File: src/rtl/ebox_mem_port.sv
// ebox_mem_port: turns EBOX read, write and read-pause-write requests into
// single-word transactions on the physical memory port. It returns the
// accept, retry and completion handshakes to the EBOX. It also flags a
// memory that never answers (nxmErr) and bad read parity (mbParErr).
module ebox_mem_port #(
   parameter int TIMEOUT_CYCLES = 64
) (
   input  logic          clk,
   input  logic          resetN,
   input  logic          eboxReq,
   input  logic [13:35]  eboxVMA,
   input  logic          eboxRead,
   input  logic          eboxWrite,
   input  logic          eboxPSE,
   input  logic [0:35]   eboxWrData,
   output logic          cshEBOXT0,
   output logic          cshEBOXRetry,
   output logic          mboxRespIn,
   output logic [0:35]   cacheData,
   output logic          mbParErr,
   output logic          nxmErr,
   output logic          memReq,
   output logic          memWrite,
   output logic [14:35]  memAdr,
   output logic [0:35]   memWrData,
   input  logic          memBusy,
   input  logic          memAck,
   input  logic [0:35]   memRdData,
   input  logic          memRdPar
);

   typedef enum logic [2:0] {
      IDLE,
      ISSUE,
      WAIT,
      RESP,
      PAUSE
   } state_t;

   localparam logic [7:0] TMO_LIMIT = 8'(TIMEOUT_CYCLES);

   state_t        state;
   logic [14:35]  held_adr;     // word address of the current transaction
   logic [0:35]   held_data;    // write data sampled at acceptance
   logic          is_write;     // current transaction is a write cycle
   logic          pse_read;     // read half of a read-pause-write still pending its write
   logic          pse_write;    // write half of a read-pause-write; a busy refusal returns to PAUSE
   logic [7:0]    tmo_count;    // cycles spent in WAIT without memAck
   logic          par_odd;      // 1 when data plus parity bit has odd parity
   logic          unused_vma_bit;

   // Bit 13 of the virtual address does not take part in the physical address.
   assign unused_vma_bit = eboxVMA[13];

   // Odd parity over the 36 data bits and the parity bit.
   assign par_odd = ^{memRdData, memRdPar};

   // Transaction sequencer; every EBOX and memory output is registered here.
   always_ff @(posedge clk) begin
      if (!resetN) begin
         state        <= IDLE;
         held_adr     <= '0;
         held_data    <= '0;
         is_write     <= 1'b0;
         pse_read     <= 1'b0;
         pse_write    <= 1'b0;
         tmo_count    <= '0;
         cshEBOXT0    <= 1'b0;
         cshEBOXRetry <= 1'b0;
         mboxRespIn   <= 1'b0;
         cacheData    <= '0;
         mbParErr     <= 1'b0;
         nxmErr       <= 1'b0;
         memReq       <= 1'b0;
         memWrite     <= 1'b0;
         memAdr       <= '0;
         memWrData    <= '0;
      end else begin
         // Handshake outputs are single-cycle pulses unless set again below.
         cshEBOXT0    <= 1'b0;
         cshEBOXRetry <= 1'b0;
         mboxRespIn   <= 1'b0;
         mbParErr     <= 1'b0;
         nxmErr       <= 1'b0;

         case (state)
            IDLE: begin
               if (eboxReq && (eboxRead || eboxWrite)) begin
                  held_adr  <= eboxVMA[14:35];
                  held_data <= eboxWrData;
                  // A request that claims both types is treated as a read.
                  is_write  <= eboxWrite && !eboxRead;
                  pse_read  <= eboxRead && eboxPSE;
                  pse_write <= 1'b0;
                  cshEBOXT0 <= 1'b1;
                  state     <= ISSUE;
               end
            end

            ISSUE: begin
               if (memBusy) begin
                  cshEBOXRetry <= 1'b1;
                  state        <= pse_write ? PAUSE : IDLE;
               end else begin
                  memReq    <= 1'b1;
                  memWrite  <= is_write;
                  memAdr    <= held_adr;
                  memWrData <= held_data;
                  tmo_count <= '0;
                  state     <= WAIT;
               end
            end

            WAIT: begin
               // memAck takes priority over a timeout that expires in the same cycle.
               if (memAck) begin
                  memReq     <= 1'b0;
                  mboxRespIn <= 1'b1;
                  if (!is_write) begin
                     cacheData <= memRdData;
                     mbParErr  <= !par_odd;
                  end
                  state <= RESP;
               end else if (tmo_count == TMO_LIMIT) begin
                  memReq     <= 1'b0;
                  mboxRespIn <= 1'b1;
                  nxmErr     <= 1'b1;
                  cacheData  <= '0;
                  pse_read   <= 1'b0;
                  state      <= RESP;
               end else begin
                  tmo_count <= tmo_count + 8'd1;
               end
            end

            RESP: begin
               state <= (pse_read && !is_write) ? PAUSE : IDLE;
            end

            PAUSE: begin
               if (eboxReq) begin
                  if (eboxWrite) begin
                     // The write reuses the held address of the preceding read.
                     held_data <= eboxWrData;
                     is_write  <= 1'b1;
                     pse_read  <= 1'b0;
                     pse_write <= 1'b1;
                     cshEBOXT0 <= 1'b1;
                     state     <= ISSUE;
                  end else begin
                     cshEBOXRetry <= 1'b1;
                  end
               end
            end

            default: begin
               state <= IDLE;
            end
         endcase
      end
   end

endmodule

File: config.mk
export PLATFORM = sky130hd
export DESIGN_NAME = ebox_mem_port
export DESIGN_NICKNAME = d
export VERILOG_FILES = /design/src/rtl/ebox_mem_port.sv
export SDC_FILE = /design/constraint.sdc
export NUM_CORES = 1
export LEC_CHECK = 0
export CAP_MARGIN = 40
export CORE_MARGIN = 4
export CORE_UTILIZATION = 40
export CTS_BUF_LIST = sky130_fd_sc_hd__clkbuf_16
export DETAILED_ROUTE_END_ITERATION = 8
export DONT_BUFFER_PORTS = 1
export MAX_ROUTING_LAYER = met4
export PLACE_DENSITY = 0.57
export SLEW_MARGIN = 20
export SYNTH_ARGS = -nofsm -noshare
export SYNTH_HDL_FRONTEND = slang
export SYNTH_SLANG_ARGS = --single-unit
File: constraint.sdc
create_clock -name clk -period 1.95 [get_ports clk]
set_input_delay 0.2925 -clock clk [delete_from_list [all_inputs] [get_ports clk]]
set_output_delay 0.2925 -clock clk [all_outputs]
set_load 0.1 [all_outputs]
==> results.txt <==
The flow ran to the end, and the final reports show no timing, DRC or antenna violations. The mux contribution to synthesized area is 0.00146. The compound-cell area share of the yosys netlist came out at 0.195. Setup repair after global routing left no endpoint under its margin. The maximum number of pins on one net before global-route repair is 163.

The critical path goes through nor3b_2, o211a_1, nand3_1, or3_1, a21oi_1. The cell with the biggest individual delay on the critical path is sky130_fd_sc_hd__dfxtp_1. The floorplan step set the die height to 139 um. The critical path data arrival time is approximately 2.1 ns.

The tightest min-delay check is of the in2reg type. STA classifies the critical path endpoint as a register. The number of global-route vias before repair is around 5600.

Measured in cells, the most critical reg-to-reg path has a length of 5. The maximum buffer depth of the clock tree is 2. In the detailed route, the total length drawn on met3 is approximately 1300 um. The half-perimeter wire length after detailed placement is 11400 um. After the first detailed-routing iteration, the DRC count stood at 248. Global routing finished with a remaining overflow of 0. The share of synthesized area occupied by flip-flops and latches came out at 0.507. The detailed-routing wirelength on met1 is 7050 um. The slew of the pin with the lowest slew margin came out at ~0.42 ns.

After floorplanning, the core was divided into 47 placement rows. Routability-driven placement finished with a final weighted congestion of 0.801. The first global-routing pass estimated between 20000 and 30000 um of wire. The buffer cell driving the clock tree root is sky130_fd_sc_hd__clkbuf_16.

The count of synthesis-stage warnings from yosys is 0. TritonCTS built the clock tree. The final total negative setup slack came out at 0 ns. The post-CTS repair timing setup buffer count came out at 0. The count of pins over their slew limit is 0. The total DRC errors in the routed layout is 0. Across the routed clock network, the largest skew measured is 0.00942 ns. The fraction of the cycle the final worst path needs came out at 0.916. After clock tree synthesis, the clock-pin slew on the worst setup and hold paths is 0.06 ns.

The synthesized netlist net count came out at 887. Of the cells placed in the final design, the portion with a size suffix greater than 1 is 0.162. Power spread over the standard cell area amounts to about 950 nW/um^2. The die outline area is 19200 um^2.

The first-pass iteration count of the detailed router is 5. The worst-path maximum fanout is 12. The worst-case IR drop observed on VDD is 0.612 mV.

The core area is about 17000 um^2. The final count of negative-setup-slack endpoints came out at 0. The average cell area after synthesis came out at 8.75 um^2. The horizontal die dimension is ~140 um. STA classifies the critical path startpoint as a register. The largest single stage delay on the critical path is 0.43 ns. The adder and majority cell fraction of the synthesized area is 0.00366. The simple-gate portion of the synthesized area is 0.205. The I/O pin total came out at around 200. The final wirelength is around 17000 um.

The relative slew slack is 0.717. The maximum clock frequency came out at 560 MHz. The clock latency at the later pin of the worst-skew pair is 0.43 ns.

0 antenna diodes ended up in the layout. The number of clock buffers added by TritonCTS is 17. The net count reported at finish came out at 994. The initial antenna violation count was 0. The xor and xnor fraction of the mapped netlist area is 0.0520. After synthesis the cells add up to 6840 um^2. The routed via count is 5556.

In this run the tool buffered the top-level ports with 0 buffer cells. The layout-stage area growth over the synthesis result came out at 26.2%. The largest family of logic cells by synthesized area is simple AND/OR/NAND/NOR gates. The detail route stage leaves a number of antenna-violating nets equal to 0. The clock drives between 150 and 200 sinks. After detailed routing, the number of vias per cell comes to ~5.0. The worst hold path was traced through 2 stages. The H-tree depth reported by CTS is 4. The initial standard-cell utilization of the core came out at 0.411. The count of final hold-check violations is 0. For this design the static power due to leakage is 3.23 nW. The register bit count reported by yosys came out at between 150 and 200.

Across the run, the number of max-cap violations was 0. The required time of the worst setup path came out at ~2.3 ns. The count of buffer and inverter cells on the critical path came out at 0. The met2 wirelength from detailed routing came out at 8450 um. The post-detailed-route wirelength per cell is roughly 15 um. The final critical-path required period came out at 1.79 ns. The highest routed metal layer is met4. Across every metal layer, demand over resource in global routing totals 0.183. The gate count of the mapped netlist came out at 781.

The netlist uses 39 different library cells. The gate family responsible for the most delay along the worst path is simple AND/OR/NAND/NOR gates. The total power of the final layout came out at 8.20 mW. The logic depth of the worst path, buffers included is 5. The start-to-end type of the worst setup path is reg2reg.
[cells by family (layout without fill, tap and decap cells)]
family                     after synthesis  count (layout)
DFF                                    173             173
muxes                                    1               1
AOI/OAI and AO/OA                      182             182
buffers and inverters                   57             176
xor gates and xnor gates                39              39
adders and majority gates                2               2
and+or+nand+nor                        327             327
[worst reg2reg max path, delay by kind of cell, from the launching register on]
family | cells | cell delay (ns)
compound gates | 2 | 0.42
simple gates | 3 | 0.87
flops | 1 | 0.43
[layout make-up]
cell class	count	area (um^2)
Clock buffer	17	425
Clock inverter	14	140
Fill cell	1548	8020
Inverter	6	22.5
Multi-Input combinational cell	551	3140
Sequential cell	173	3460
Tap cell	220	275
Timing Repair Buffer	139	1160
[routing by layer]
metal  track usage  vias up
li1              -     2783
met1         0.198     2584
met2         0.308      155
met3        0.0672       34
met4        0.0680        0
met5             -        -
[registers in the layout (all words and copies together), names as in the netlist]
signal	cells
cacheData	36
cshEBOXRetry	1
cshEBOXT0	1
held_adr	22
held_data	36
is_write	1
mbParErr	1
mboxRespIn	1
memAdr	22
memReq	1
memWrData	36
memWrite	1
nxmErr	1
pse_read	1
pse_write	1
state	3
tmo_count	8
[through the flow]
step / area, um^2 / std cells / worst slack, ns / util / hold WS, ns
floorplan: 6840 / 781 / 0.393 / - / 0.372
global placement: 7790 / 1062 / 0.252 / 0.468 / 0.378
detailed placement: 7790 / 1062 / 0.225 / 0.468 / 0.377
CTS: 8620 / 1120 / 0.159 / 0.518 / 0.000539
global route: 8620 / 1120 / 0.0247 / 0.518 / 0.000423
finish: 8620 / 1120 / 0.165 / 0.518 / 0.0132
[placed cells by master, fill, tap and decap left out, types with 10 or more instances in the layout]
| master | n |
|---|---|
| sky130_fd_sc_hd__a21boi_0 | 110 |
| sky130_fd_sc_hd__a21boi_1 | 10 |
| sky130_fd_sc_hd__a22oi_1 | 36 |
| sky130_fd_sc_hd__buf_4 | 108 |
| sky130_fd_sc_hd__clkbuf_16 | 17 |
| sky130_fd_sc_hd__dfxtp_1 | 173 |
| sky130_fd_sc_hd__dlygate4sd3_1 | 27 |
| sky130_fd_sc_hd__inv_1 | 11 |
| sky130_fd_sc_hd__nand2_1 | 246 |
| sky130_fd_sc_hd__nor2b_1 | 39 |
| sky130_fd_sc_hd__xnor2_1 | 30 |
[power by group]
group / internal [mW] / switching, mW / total, mW
clock: 1.96 / 1.31 / 3.28
combinational: 0.426 / 0.744 / 1.17
sequential: 3.68 / 0.0719 / 3.75
[cell usage after synthesis]
| library cell | instances | area, um^2 |
|---|---|---|
| sky130_fd_sc_hd__nor2_1 | 10 | 37.5 |
| sky130_fd_sc_hd__xnor3_1 | 1 | 22.5 |
| sky130_fd_sc_hd__mux2i_1 | 1 | 10.0 |
| sky130_fd_sc_hd__nor4_1 | 1 | 6.26 |
| sky130_fd_sc_hd__nor2b_1 | 39 | 244 |
| sky130_fd_sc_hd__nand2b_1 | 1 | 6.26 |
| sky130_fd_sc_hd__nand4_1 | 1 | 6.26 |
| sky130_fd_sc_hd__xnor2_1 | 30 | 263 |
| sky130_fd_sc_hd__xor2_1 | 8 | 70.1 |
| sky130_fd_sc_hd__nor3b_1 | 3 | 22.5 |
| sky130_fd_sc_hd__buf_2 | 24 | 120 |
| sky130_fd_sc_hd__nor2_2 | 2 | 12.5 |
| sky130_fd_sc_hd__a22oi_1 | 36 | 270 |
| sky130_fd_sc_hd__inv_2 | 1 | 3.75 |
| sky130_fd_sc_hd__buf_4 | 2 | 15.0 |
| sky130_fd_sc_hd__nand3b_1 | 1 | 7.51 |
| sky130_fd_sc_hd__a41oi_1 | 1 | 8.76 |
| sky130_fd_sc_hd__o211a_1 | 2 | 20.0 |
| sky130_fd_sc_hd__clkbuf_1 | 25 | 93.8 |
| sky130_fd_sc_hd__inv_1 | 5 | 18.8 |
| sky130_fd_sc_hd__o2111a_1 | 1 | 11.3 |
| sky130_fd_sc_hd__a21oi_1 | 7 | 35.0 |
| sky130_fd_sc_hd__a21boi_1 | 10 | 75.1 |
| sky130_fd_sc_hd__nand2_1 | 247 | 927 |
| sky130_fd_sc_hd__or3_1 | 3 | 18.8 |
| sky130_fd_sc_hd__and3_1 | 2 | 12.5 |
| sky130_fd_sc_hd__nor3b_2 | 1 | 12.5 |
| sky130_fd_sc_hd__a31oi_1 | 2 | 12.5 |
| sky130_fd_sc_hd__or2_2 | 1 | 6.26 |
| sky130_fd_sc_hd__ha_1 | 2 | 25.0 |
| sky130_fd_sc_hd__dfxtp_1 | 173 | 3460 |
| sky130_fd_sc_hd__and2_1 | 4 | 25.0 |
| sky130_fd_sc_hd__o21ai_2 | 1 | 8.76 |
| sky130_fd_sc_hd__o22ai_1 | 1 | 6.26 |
| sky130_fd_sc_hd__a21boi_0 | 110 | 826 |
| sky130_fd_sc_hd__nand3_1 | 6 | 30.0 |
| sky130_fd_sc_hd__o211ai_1 | 1 | 7.51 |
| sky130_fd_sc_hd__o21ai_0 | 10 | 50.1 |
| sky130_fd_sc_hd__nor3_1 | 5 | 25.0 |
[path summary, 6_finish.rpt]
| path | from | end | slack [ns] |
|---|---|---|---|
| setup / recovery | state[1] | tmo_count[6] | 0.16 |
| hold / removal | eboxWrData[7] | held_data[7] | 0.01 |
| setup reg to reg | state[1] | tmo_count[6] | 0.16 |
| hold reg to reg | held_adr[20] | memAdr[20] | 0.45 |
[timing repair]
item,4_1_cts,5_1_grt
hold endpoints to repair,27,0
resized for setup,0,0
hold buffers,27,0
Power figures use the tool's default switching activity.
